==> config.mk <==
export PLATFORM = sky130hd
export DESIGN_NAME = instr_encoder_loader_flat
export DESIGN_NICKNAME = d
export VERILOG_FILES = /design/src/rtl/instr_encoder_loader_if.sv /design/src/rtl/instr_encoder_loader.sv /design/src/flat_wrapper.sv
export SDC_FILE = /design/constraint.sdc
export NUM_CORES = 1
export LEC_CHECK = 0
export BUFFER_PORTS_ARGS = -buffer_cell sky130_fd_sc_hd__buf_2
export CAP_MARGIN = 25
export CORE_MARGIN = 5
export CORE_UTILIZATION = 50
export CTS_CLUSTER_DIAMETER = 80
export DETAILED_ROUTE_END_ITERATION = 7
export PLACE_DENSITY = 0.84
export SYNTH_ARGS = -nofsm -noshare
export SYNTH_HDL_FRONTEND = slang
export SYNTH_SLANG_ARGS = --single-unit
==> constraint.sdc <==
create_clock -name clk -period 3.9 [get_ports clk]
set_input_delay 0.78 -clock clk [delete_from_list [all_inputs] [get_ports clk]]
set_output_delay 0.78 -clock clk [all_outputs]
set_load 0.005 [all_outputs]
==> src/rtl/instr_encoder_loader_if.sv <==
// Bundles the op-input handshake, the instruction-memory write port and the
// status flags of instr_encoder_loader into one interface.
//   in_valid/in_ready        op handshake (producer -> encoder)
//   in_kind/rd/rs1/rs2/imm   abstract op fields
//   flush                    end of program, drain and pulse done
//   mem_we/mem_ready         write handshake (encoder -> instruction memory)
//   mem_addr/mem_wdata       write word address and encoded instruction
//   done/err/wrapped         drain-complete pulse, sticky illegal-op, sticky address wrap
// The slave modport is the encoder's view; master is the producer/memory side.
interface instr_encoder_loader_if #(
    parameter int ADDR_W = 8
);
    logic              in_valid;
    logic              in_ready;
    logic [2:0]        in_kind;
    logic [4:0]        in_rd;
    logic [4:0]        in_rs1;
    logic [4:0]        in_rs2;
    logic [11:0]       in_imm;
    logic              flush;
    logic              mem_we;
    logic              mem_ready;
    logic [ADDR_W-1:0] mem_addr;
    logic [31:0]       mem_wdata;
    logic              done;
    logic              err;
    logic              wrapped;

    modport slave (
        input  in_valid, in_kind, in_rd, in_rs1, in_rs2, in_imm, flush, mem_ready,
        output in_ready, mem_we, mem_addr, mem_wdata, done, err, wrapped
    );

    modport master (
        output in_valid, in_kind, in_rd, in_rs1, in_rs2, in_imm, flush, mem_ready,
        input  in_ready, mem_we, mem_addr, mem_wdata, done, err, wrapped
    );
endinterface

==> src/rtl/instr_encoder_loader.sv <==
// Encodes abstract ops (ADD/SUB/AND/OR/SLT/ADDI) into RV32I R/I-type words,
// buffers them in a DEPTH-entry FIFO and writes them to consecutive
// instruction-memory word addresses starting at BASE_ADDR.
// Ports:
//   clk   rising-edge clock
//   rst   asynchronous active-high reset
//   bus   instr_encoder_loader_if.slave: op handshake, memory write port,
//         done pulse, sticky err and wrapped flags
// A flush stops accepting ops, lets the FIFO drain, pulses done for one cycle
// and rewinds the write address to BASE_ADDR.
module instr_encoder_loader #(
    parameter int                DEPTH     = 4,
    parameter int                ADDR_W    = 8,
    parameter logic [ADDR_W-1:0] BASE_ADDR = '0
) (
    input  logic                  clk,
    input  logic                  rst,
    instr_encoder_loader_if.slave bus
);

    localparam int PTR_W = (DEPTH > 1) ? $clog2(DEPTH) : 1;
    localparam int CNT_W = PTR_W + 1;
    localparam logic [CNT_W-1:0] DEPTH_C = CNT_W'(DEPTH);
    localparam logic [6:0] R_OPCODE = 7'b0110011;
    localparam logic [6:0] I_OPCODE = 7'b0010011;

    typedef enum logic [1:0] {
        ST_ACCEPT,
        ST_DRAIN,
        ST_DONE
    } state_t;

    state_t            state_q, state_d;
    logic [31:0]       fifo_q [DEPTH];
    logic [31:0]       fifo_d [DEPTH];
    logic [PTR_W-1:0]  wr_ptr_q, wr_ptr_d;
    logic [PTR_W-1:0]  rd_ptr_q, rd_ptr_d;
    logic [CNT_W-1:0]  count_q, count_d;
    logic [ADDR_W-1:0] addr_q, addr_d;
    logic              err_q, err_d;
    logic              wrapped_q, wrapped_d;

    logic        in_ready;
    logic        done;
    logic        accept;
    logic        push;
    logic        pop;
    logic        fifo_empty;
    logic        kind_legal;
    logic        is_imm;
    logic [2:0]  f3;
    logic [6:0]  f7;
    logic [31:0] enc_word;

    // Combinational encoder: R-type ops differ only in funct3/funct7, ADDI
    // uses the I-type layout. Kinds 110/111 are flagged illegal.
    always_comb begin
        f3         = 3'b000;
        f7         = 7'b0000000;
        is_imm     = 1'b0;
        kind_legal = 1'b1;
        case (bus.in_kind)
            3'b000:  f3 = 3'b000;
            3'b001:  f7 = 7'b0100000;
            3'b010:  f3 = 3'b111;
            3'b011:  f3 = 3'b110;
            3'b101:  f3 = 3'b010;
            3'b100:  is_imm = 1'b1;
            default: kind_legal = 1'b0;
        endcase
        enc_word = is_imm ? {bus.in_imm, bus.in_rs1, 3'b000, bus.in_rd, I_OPCODE}
                          : {f7, bus.in_rs2, bus.in_rs1, f3, bus.in_rd, R_OPCODE};
    end

    // FSM output logic. A full FIFO refuses ops even if a pop happens the
    // same cycle, so in_ready never depends on mem_ready.
    always_comb begin
        in_ready = (state_q == ST_ACCEPT) && !bus.flush && (count_q < DEPTH_C);
        done     = (state_q == ST_DONE);
    end

    assign fifo_empty = (count_q == '0);
    assign accept     = bus.in_valid & in_ready;
    // An illegal op completes its handshake but never enters the FIFO.
    assign push       = accept & kind_legal;
    assign pop        = ~fifo_empty & bus.mem_ready;

    // FSM next-state logic. Flush only matters in ACCEPT; DRAIN leaves as
    // soon as the FIFO is empty after this cycle's pop.
    always_comb begin
        state_d = state_q;
        case (state_q)
            ST_ACCEPT: if (bus.flush) state_d = ST_DRAIN;
            ST_DRAIN:  if (count_d == '0) state_d = ST_DONE;
            ST_DONE:   state_d = ST_ACCEPT;
            default:   state_d = ST_ACCEPT;
        endcase
    end

    // FIFO, write address and sticky flag next-state logic.
    always_comb begin
        fifo_d    = fifo_q;
        wr_ptr_d  = wr_ptr_q;
        rd_ptr_d  = rd_ptr_q;
        count_d   = count_q;
        addr_d    = addr_q;
        err_d     = err_q | (accept & ~kind_legal);
        wrapped_d = wrapped_q;

        if (push) begin
            fifo_d[wr_ptr_q] = enc_word;
            wr_ptr_d         = wr_ptr_q + PTR_W'(1);
        end
        if (pop) begin
            rd_ptr_d = rd_ptr_q + PTR_W'(1);
        end
        if (push && !pop) begin
            count_d = count_q + CNT_W'(1);
        end else if (pop && !push) begin
            count_d = count_q - CNT_W'(1);
        end

        // DONE is only reached with an empty FIFO, so it never collides with a pop.
        if (state_q == ST_DONE) begin
            addr_d = BASE_ADDR;
        end else if (pop) begin
            addr_d = addr_q + ADDR_W'(1);
            if (addr_q == '1) begin
                wrapped_d = 1'b1;
            end
        end
    end

    // State register and datapath flops; reset discards FIFO contents.
    always_ff @(posedge clk or posedge rst) begin
        if (rst) begin
            state_q   <= ST_ACCEPT;
            for (int i = 0; i < DEPTH; i++) begin
                fifo_q[i] <= '0;
            end
            wr_ptr_q  <= '0;
            rd_ptr_q  <= '0;
            count_q   <= '0;
            addr_q    <= BASE_ADDR;
            err_q     <= 1'b0;
            wrapped_q <= 1'b0;
        end else begin
            state_q   <= state_d;
            fifo_q    <= fifo_d;
            wr_ptr_q  <= wr_ptr_d;
            rd_ptr_q  <= rd_ptr_d;
            count_q   <= count_d;
            addr_q    <= addr_d;
            err_q     <= err_d;
            wrapped_q <= wrapped_d;
        end
    end

    assign bus.in_ready  = in_ready;
    assign bus.done      = done;
    assign bus.mem_we    = ~fifo_empty;
    assign bus.mem_addr  = addr_q;
    assign bus.mem_wdata = fifo_empty ? 32'h0 : fifo_q[rd_ptr_q];
    assign bus.err       = err_q;
    assign bus.wrapped   = wrapped_q;

endmodule

==> src/flat_wrapper.sv <==
// flat-port wrapper written by rule: the top's interface ports become plain ports
module instr_encoder_loader_flat 
#(
    parameter int                DEPTH     = 4,
    parameter int                ADDR_W    = 8,
    parameter logic [ADDR_W-1:0] BASE_ADDR = '0
)
  (clk, rst, bus_in_valid, bus_in_kind, bus_in_rd, bus_in_rs1, bus_in_rs2, bus_in_imm, bus_flush, bus_mem_ready, bus_in_ready, bus_mem_we, bus_mem_addr, bus_mem_wdata, bus_done, bus_err, bus_wrapped);
  instr_encoder_loader_if #(.ADDR_W(ADDR_W)) bus_i ();
  input  logic clk;
  input  logic rst;
  input wire logic [$bits(bus_i.in_valid)-1:0] bus_in_valid;
  input wire logic [$bits(bus_i.in_kind)-1:0] bus_in_kind;
  input wire logic [$bits(bus_i.in_rd)-1:0] bus_in_rd;
  input wire logic [$bits(bus_i.in_rs1)-1:0] bus_in_rs1;
  input wire logic [$bits(bus_i.in_rs2)-1:0] bus_in_rs2;
  input wire logic [$bits(bus_i.in_imm)-1:0] bus_in_imm;
  input wire logic [$bits(bus_i.flush)-1:0] bus_flush;
  input wire logic [$bits(bus_i.mem_ready)-1:0] bus_mem_ready;
  output wire logic [$bits(bus_i.in_ready)-1:0] bus_in_ready;
  output wire logic [$bits(bus_i.mem_we)-1:0] bus_mem_we;
  output wire logic [$bits(bus_i.mem_addr)-1:0] bus_mem_addr;
  output wire logic [$bits(bus_i.mem_wdata)-1:0] bus_mem_wdata;
  output wire logic [$bits(bus_i.done)-1:0] bus_done;
  output wire logic [$bits(bus_i.err)-1:0] bus_err;
  output wire logic [$bits(bus_i.wrapped)-1:0] bus_wrapped;
  assign bus_i.in_valid = bus_in_valid;
  assign bus_i.in_kind = bus_in_kind;
  assign bus_i.in_rd = bus_in_rd;
  assign bus_i.in_rs1 = bus_in_rs1;
  assign bus_i.in_rs2 = bus_in_rs2;
  assign bus_i.in_imm = bus_in_imm;
  assign bus_i.flush = bus_flush;
  assign bus_i.mem_ready = bus_mem_ready;
  assign bus_in_ready = bus_i.in_ready;
  assign bus_mem_we = bus_i.mem_we;
  assign bus_mem_addr = bus_i.mem_addr;
  assign bus_mem_wdata = bus_i.mem_wdata;
  assign bus_done = bus_i.done;
  assign bus_err = bus_i.err;
  assign bus_wrapped = bus_i.wrapped;
  instr_encoder_loader #(.DEPTH(DEPTH), .ADDR_W(ADDR_W), .BASE_ADDR(BASE_ADDR)) u_core (.clk(clk), .rst(rst), .bus(bus_i));
endmodule
Word-level counts from Yosys, hierarchy flattened
Cells that the tools add are included.

cells by class
  order comparisons = 4
  bitwise logic cells = 10
  add/sub/neg operators = 5
  eq/ne operators = 10
  mux-type cells = 19
  reduce and logical (&&, ||, !) cells = 16

operators with widths
  operator                                                          number
  32-bit 2-to-1 mux                                                 5
  128-bit bitwise mux                                               1
  32-bit binary-select mux with 2-bit select                        1
  32-bit demux with 2-bit select                                    1
  8-bit 2-to-1 mux                                                  2
  3-bit logical NOT                                                 3
  3-bit case mux with 3 select lines                                1
  8-bit by 1-bit adder with 8-bit output (second input constant)    1
  8-bit == test (second input constant)                             1
  3-bit by 2-bit == test with 1-bit output (second input constant)  2
  3-bit == test (second input constant)                             2
  3-bit greater-or-equal comparator (second input constant)         2
  3-bit 2-to-1 mux                                                  2
  6-bit 2-to-1 mux                                                  1
  2-bit inverter with 3-bit output                                  2
  6-bit OR reduction                                                1
  1-bit logical AND                                                 5
  2-bit by 1-bit adder with 2-bit output (second input constant)    2
  1-bit AND                                                         4
  2-bit 2-to-1 mux                                                  2
  2-bit case mux with 2 select lines                                1
  3-bit by 1-bit adder with 3-bit output (second input constant)    1
  3-bit by 1-bit == test with 1-bit output (second input constant)  1
  1-bit logical NOT                                                 3
  14 further kinds                                                  17

word-level totals
  flip-flop bits (word level) = 147
  output and inout port bits = 45
  input bits = 35
  logic and storage cells = 75

Logic depth before layout (Yosys ltp)
Gate-level depths: netlist of the first run.

  depth after elaboration = 12
  depth in mapped cells = 8
  depth with buffers taken out = 8

Worst setup path before layout of the first run
Ideal clock, no wire load.

  path kind = register -> output
  from = register u_core.rd_ptr_q[0]
  to = output port bus_mem_wdata[23]
  path buffers = 2
  slack = 1525 ps
  required time = 3120 ps
  cell stages (with the launch flop) = 5
  arrival time = 1595 ps
  cells stage by stage = dfrtp_1 > buf_2 > buf_2 > mux4_2 > and2_1

on the way
  cells in the longest elaborated chain, start to end = 5

RTL lines
  what                                                    RTL line                     text
  start, declared                                         instr_encoder_loader.sv:37   logic [PTR_W-1:0] rd_ptr_q, rd_ptr_d;
  start signal, assigned                                  instr_encoder_loader.sv:151  rd_ptr_q <= rd_ptr_d;
  2-bit inverter with 3-bit output (implied by the code)  instr_encoder_loader.sv:163  assign bus.mem_wdata = fifo_empty ? 32'h0 : fifo_q[rd_ptr_q];
  32-bit binary-select mux with 2-bit select              instr_encoder_loader.sv:163
  32-bit 2-to-1 mux (implied by the code) (2 in series)   instr_encoder_loader.sv:163
  32-bit 2-to-1 mux                                       instr_encoder_loader.sv:163
  end, declared                                           flat_wrapper.sv:23           output wire logic [$bits(bus_i.mem_wdata)-1:0] bus_mem_wdata;

No other way between the ends. The select of a mux whose other input is x is not followed.

Worst setup path in the final report of the first run
  from = register u_core.count_q[0]
  to = output port bus_mem_wdata[12]

on the way
  cells in the longest elaborated chain, start to end = 2

RTL lines
  what                    RTL line                     text
  start, declared         instr_encoder_loader.sv:38   logic [CNT_W-1:0] count_q, count_d;
  start signal, assigned  instr_encoder_loader.sv:152  count_q <= count_d;
  3-bit logical NOT       instr_encoder_loader.sv:82   assign fifo_empty = (count_q == '0);
  32-bit 2-to-1 mux       instr_encoder_loader.sv:163

No other way between the ends.

==> reports/qor.txt, run 1 <==
DR iter-0 viols = 254
Slew margin rel. = 40.3%
Worst path top cell family by delay = buffers and inverters
Commonest non-fill, non-tap cell in the layout = dfrtp_1
Worst r2r path cells = 4
Fmax = 317 MHz
Mux share of post-synthesis cell area = 20.1%
Post-Synth XOR/XNOR Area = 1.96%
Cell count after synthesis = 479
PnR worst setup slack = 0.749 ns
Routed WL = 12900 µm
PD cells = 753 mW/mm²
Worst Max-Slew Pin Slew = 0.895 ns
Crit path max fanout = 30
Seq/Total Area, Yosys = 54.8%
Hold crit path type = in2async
Fin. Hold Viols = 0
Die Area = 0.0139 mm²
Most numerous cell on the critical path = inv_1
Worst path max stage delay = 0.66 ns
Fin crit period = 3.15 ns
CTS tree = built
Bufs and invs on worst path = 3
Total gr overflow = 0
Number of global-route vias before repair = 4332
DRC violations left = 0
Post-Place Cell Area = 0.00629 mm²
Drt wl/cell = 18.2 µm
CP max stage cell = inv_1
R2R Setup Slk = 1.37 ns
Final period util = 80.8%
Finished Cell Area = 0.00694 mm²
Pre-CTS setup slack = 0.978 ns
Startpoint class of the critical path = flop
Max_cap viols = 0
CP required = 3.12 ns
GRT Resource Usage Total = 19.5%
Quantity of hold-fixing buffers added after cts = 0
Compound-cell area share of the yosys netlist = 6.36%
Share of layout cells above drive strength 1 = 34.4%
Syn avg cell area = 12.1 µm²
Cts repair resizes = 0
Dpl hpwl = 8280 µm
Max Slew Vio Count = 0
Num rows = 39
Initial Utilization = 50.8%
Most frequent cells in the layout = dfrtp_1, nand2_1, buf_2, o21ai_0, mux2_2
Largest family of logic cells by synthesized area = multiplexers
Reg clk slew, reported paths = 0.05 ns
Peak supply drop = 0.000429 V
Die Wd = 118 µm
Adder-cell share of the synthesized area = 2.07%
Largest net degree at the start of global routing = 52
Number of buffers created by CTS = 17
IO Count = 80
WS Path Type = reg2out
CP Capture Type = output pin
Clock Path Buffers = 2
Pleak = 3.34 nW
Post-CTS setup buffers = 0
Setup_tns = 0 ns
Pwr Total = 5.23 mW
WP depth = 6
FF+latch count, synth = 127
Worst path cell trace = inv_1 -> ha_1 -> nor2b_1 -> inv_1 -> and2_1 -> buf_2
Port-buffer cells = 76
Cell variety after synth = 35
Nets@finish = 595
Pre-Repair DR Iteration Count = 5
Outcome = complete, no violations
Synth warn = 0
Synth Area in Simple Gates = 11.5%
Initial antenna violation count = 1
Clock skew = 0.00551 ns
Via density = 5.54
First-pass GRT wire length = 21700 µm
CP arrival = 2.37 ns
CTS root buffer = clkbuf_16
Antenna diodes = 0
Area of the core = 0.0114 mm²
Die Height = 118 µm
Total number of vias = 3915
Area added between synthesis and finish = 19.6%
DRT antenna net count = 0
RSZ-0062 raised after global routing = false
Mapped cell area = 0.00580 mm²
H-tree lvl count = 4
Finish-stage setup viols = 0
Clock Sinks = 127
Worst-skew pair later-pin latency = 0.41 ns
GP Congestion = 0.778
## synth_stat cells (all sizes together)
library cell / instances / area share (%)
a21boi: 1 / 0.13
a21oi: 2 / 0.17
a41o: 2 / 0.35
and2: 28 / 3.0
and3: 3 / 0.32
and3b: 1 / 0.15
buf: 13 / 1.4
clkbuf: 20 / 1.3
conb: 1 / 0.065
dfrtp: 127 / 55
ha: 8 / 1.7
inv: 8 / 0.52
maj3: 2 / 0.35
mux2: 45 / 8.7
mux2i: 5 / 0.86
mux4: 27 / 10
nand2: 79 / 5.2
nand2b: 6 / 0.65
nand3: 3 / 0.26
nand3b: 1 / 0.13
nand4: 2 / 0.22
nor2: 9 / 0.58
nor2b: 3 / 0.32
nor3: 3 / 0.26
nor4: 1 / 0.22
o21ai: 64 / 5.5
o221a: 1 / 0.19
or2: 1 / 0.11
xnor2: 8 / 1.2
xor2: 5 / 0.75
## report_power, final
part | switching [mW] | total [mW] | internal [mW]
clock network | 0.573 | 1.66 | 1.08
registers | 0.307 | 2.06 | 1.75
logic | 0.693 | 1.51 | 0.817
total | 1.57 | 5.23 | 3.65
## logic make-up (layout without fill, tap and decap cells)
family	Yosys count	in the layout
buf+inv	41	124
other cells	1	3
mux	77	77
flops	127	127
compound gates	70	70
xor+xnor	13	13
simple gates	140	140
fa+ha+maj	10	10
## sequential cells by signal (all words and copies together), names as in the netlist
register             cells
u_core.count_q           3
u_core.rd_ptr_q          2
u_core.bus.wrapped       1
u_core.state_q           2
u_core.wr_ptr_q          2
u_core.bus.err           1
u_core.bus.mem_addr      8
u_core.fifo_q          108
## worst register-to-register path, cell delays in order, from the launching register on
cell	delay, ns
dfrtp_1	0.41
nor4_2	0.37
and3_1	0.52
nand2_2	0.61
mux2_2	0.50
## layout make-up
type | instances | area (µm²)
clock buffer | 18 | 439
clock inverter | 13 | 190
fill | 859 | 4480
inverter | 8 | 33.8
multi-input combinational | 313 | 2440
sequential | 127 | 3180
tap | 143 | 179
timing repair buffer | 85 | 473
## metrics by stage
| step | utilization (%) | hold slack (ns) | instances |
|---|---|---|---|
| finish | 60.8 | 0.292 | 707 |
| global route | 60.8 | 0.294 | 707 |
| CTS | 60.6 | 0.464 | 706 |
| detailed placement | 55.1 | 0.450 | 675 |
| global placement | 55.1 | 0.445 | 675 |
| floorplan | - | 0.429 | 481 |
## metal layers
layer | vias up | routed length (µm) | track usage, % | share of wire [%]
met5 | - | 13 | 0 | 0.10
met4 | 2 | 180 | 6.38 | 1.4
met3 | 21 | 677 | 6.05 | 5.3
met2 | 122 | 6880 | 33.7 | 53
met1 | 1965 | 5110 | 23.0 | 40
li1 | 1805 | - | - | -
## worst paths after layout
path                                                    start                             to
worst min-delay path                                      rst  u_core.fifo_q[91]$_DFFE_PP0P_
worst max-delay path              u_core.count_q[0]$_DFF_PP0_              bus_mem_wdata[12]
min in group clk                 u_core.fifo_q[4]$_DFFE_PP0P_   u_core.fifo_q[4]$_DFFE_PP0P_
worst max register to register  u_core.state_q[0]$_DFFE_PP0P_  u_core.fifo_q[80]$_DFFE_PP0P_
max in group asynchronous                                 rst  u_core.fifo_q[68]$_DFFE_PP0P_
worst min register to register   u_core.fifo_q[4]$_DFFE_PP0P_   u_core.fifo_q[4]$_DFFE_PP0P_
No activity file was read; power rests on OpenSTA's default activity.
==> run 2, diff against run 1 <==
Settings changed: PLACE_DENSITY 0.84 to 0.81.
Clock period 3.9 ns to 3.3 ns, I/O delays scaled along.
==> reports/qor.txt, run 2 (same netlist as run 1, synthesis figures left out) <==
Outcome = complete, no violations
Num rows = 39 (unchanged)
Drt wl/cell = 18.0 µm (-0.83%)
Clock Sinks = 127 (unchanged)
Final period util = 89.4%
Multi-input logic area = 0.00244 mm² (unchanged)
Psw = 1.83 mW (+16%)
RSZ-0062 raised after global routing = false
Largest reg by FF count = u_core.fifo_q
Pleak = 3.37 nW (+0.79%)
R2R Setup Slk = 0.77 ns (-0.60 ns)
Post-Place Cell Area = 0.00629 mm² (about the same)
Initial Utilization = 50.8% (unchanged)
Bufs and invs on worst path = 2 (-1)
Reg clk slew, reported paths = 0.05 ns (about the same)
Slew margin rel. = 41.3% (+1.0 points)
Max reg flops = 108 (unchanged)
Internal power = 4.37 mW (+20%)
Startpoint class of the critical path = flop
Initial antenna violation count = 1 (unchanged)
Sequential Power Share = 39.8% (+0.4 points)
Die Height = 118 µm (unchanged)
Finished Cell Area = 0.00695 mm² (+0.18%)
CP required = 2.64 ns (-0.48 ns)
Worst r2r path cells = 4 (unchanged)
First-pass GRT wire length = 21600 µm (-0.76%)
Number of global-route vias before repair = 4337 (+0.12%)
Worst path top cell family by delay = flip-flops
Share of layout cells above drive strength 1 = 34.6% (+0.17 points)
Quantity of hold-fixing buffers added after cts = 0 (unchanged)
Clock power frac = 31.8% (about the same)
# fillers = 877 (+2.1%)
Fmax = 339 MHz
PD cells = 892 mW/mm² (+18%)
Worst path max stage delay = 0.69 ns (+0.03 ns)
CP Capture Type = output pin
Worst Max-Slew Pin Slew = 0.877 ns (-0.0177 ns)
Sw Share = 29.5% (-0.58 points)
Fin. Hold Viols = 0 (unchanged)
CTS root buffer = clkbuf_16
Clock Path Buffers = 2 (unchanged)
Die Area = 0.0139 mm² (unchanged)
CP arrival = 2.29 ns (-0.08 ns)
Antenna diodes = 0 (unchanged)
GRT Resource Usage Total = 19.4% (-0.076 points)
Number of buffers created by CTS = 17 (unchanged)
Crit path max fanout = 15 (-50%)
Port-buffer cells = 76 (unchanged)
Pre-CTS setup slack = 0.485 ns (-0.493 ns)
Worst-skew pair later-pin latency = 0.41 ns (about the same)
Finish-stage setup viols = 0 (unchanged)
Commonest non-fill, non-tap cell in the layout = dfrtp_1
Hold crit path type = in2async
Post-CTS setup buffers = 0 (unchanged)
CTS tree = built
Fin crit period = 2.95 ns
Pwr Total = 6.20 mW (+19%)
Die Wd = 118 µm (unchanged)
GP Congestion = 0.782 (+0.40%)
CP max stage cell = dfrtp_2
Total number of vias = 3915 (unchanged)
Cts repair resizes = 0 (unchanged)
Via density = 5.51 (-0.42%)
H-tree lvl count = 4 (unchanged)
Area of the core = 0.0114 mm² (unchanged)
Post-layout util = 60.9% (+0.11 points)
FF+latch area = 0.00318 mm² (unchanged)
Setup_tns = 0 ns (unchanged)
Most frequent cells in the layout = dfrtp_1, nand2_1, buf_2, o21ai_0, mux2_2
FF-to-FF End = u_core.fifo_q[126]$_DFFE_PP0P_
RR Startpoint = u_core.state_q[0]$_DFFE_PP0P_
Max_cap viols = 0 (unchanged)
Clock skew = 0.00627 ns (+0.000769 ns)
Peak supply drop = 0.000415 V (-3.3%)
Worst path cell trace = buf_4 -> mux4_2 -> and2_1 -> buf_2
DRT antenna net count = 0 (unchanged)
Nets@finish = 597 (+0.34%)
Pre-Repair DR Iteration Count = 4 (-1)
DR iter-0 viols = 158 (-38%)
Total gr overflow = 0 (unchanged)
Routed WL = 12800 µm (-0.40%)
Area added between synthesis and finish = 19.8%
Max Slew Vio Count = 0 (unchanged)
PnR worst setup slack = 0.349 ns (-0.400 ns)
Combinational share of power = 28.3% (-0.6 points)
DRC violations left = 0 (unchanged)
Dpl hpwl = 7990 µm (-3.6%)
WS Path Type = reg2out
IO Count = 80 (unchanged)
Largest net degree at the start of global routing = 76 (+46%)
run 2: cell types whose count changed in the layout (fill, tap and decap cells not counted), moves of 2 or more:
cell        previous run  this run
clkbuf_8               1         3
clkinv_4               4         1
buf_12                 2         0
buf_4                  7        10
clkinvlp_4             5         2
clkinv_2               1         5
run 2: final cells by class:
cell class                 instances  area share (%)
tap                              143            2.57
inverter                           8           0.486
sequential                       127            45.7
clock inverter                    11            2.32
multi-input combinational        313            35.2
timing repair buffer              87            6.95
clock buffer                      21            6.77
run 2: power by group through the flow:
stage          registers, mW  logic [mW]  clock network, mW
6_report                2.47        1.76               1.97
3_3_place_gp            2.43        1.69                  0
5_1_grt                 2.54        1.96               2.08
4_1_cts                 2.47        1.78               2.00
3_5_place_dp            2.47        1.76                  0
2_1_floorplan           2.30        1.33                  0
run 2: per-layer routing:
| metal | track usage, % | part of all wire, % | vias up |
|---|---|---|---|
| li1 | - | - | 1799 |
| met1 | 23.4 | 41 | 1983 |
| met2 | 32.9 | 52 | 101 |
| met3 | 5.33 | 4.3 | 30 |
| met4 | 7.60 | 2.0 | 2 |
| met5 | 0 | 0.10 | - |
run 2: per-stage QoR:
stage | cells | hold slack [ns]
after floorplan | 481 | 0.429
after global placement | 677 | 0.445
after detailed placement | 677 | 0.452
after CTS | 709 | 0.475
after global routing | 710 | 0.478
final | 710 | 0.432
run 2: how the worst max path moves through the flow:
stage                                        start                        endpoint  slack [ns]  cells after the start
global placement                         bus_flush  u_core.fifo_q[103]$_DFFE_PP0P_        0.59                      5
CTS                 u_core.rd_ptr_q[0]$_DFFE_PP0P_               bus_mem_wdata[12]        0.31                      4
floorplan           u_core.rd_ptr_q[0]$_DFFE_PP0P_               bus_mem_wdata[23]        1.05                      4
global route        u_core.rd_ptr_q[0]$_DFFE_PP0P_               bus_mem_wdata[12]        0.21                      4
detailed placement                       bus_flush  u_core.fifo_q[126]$_DFFE_PP0P_        0.49                      5
finish              u_core.rd_ptr_q[0]$_DFFE_PP0P_               bus_mem_wdata[12]        0.35                      4
run 2: worst reg2reg max path, stage by stage, from the launching register on:
cell,delay [ns]
dfrtp_1,0.41
nor4_2,0.36
and3_1,0.50
nand2_2,0.62
mux2_2,0.51
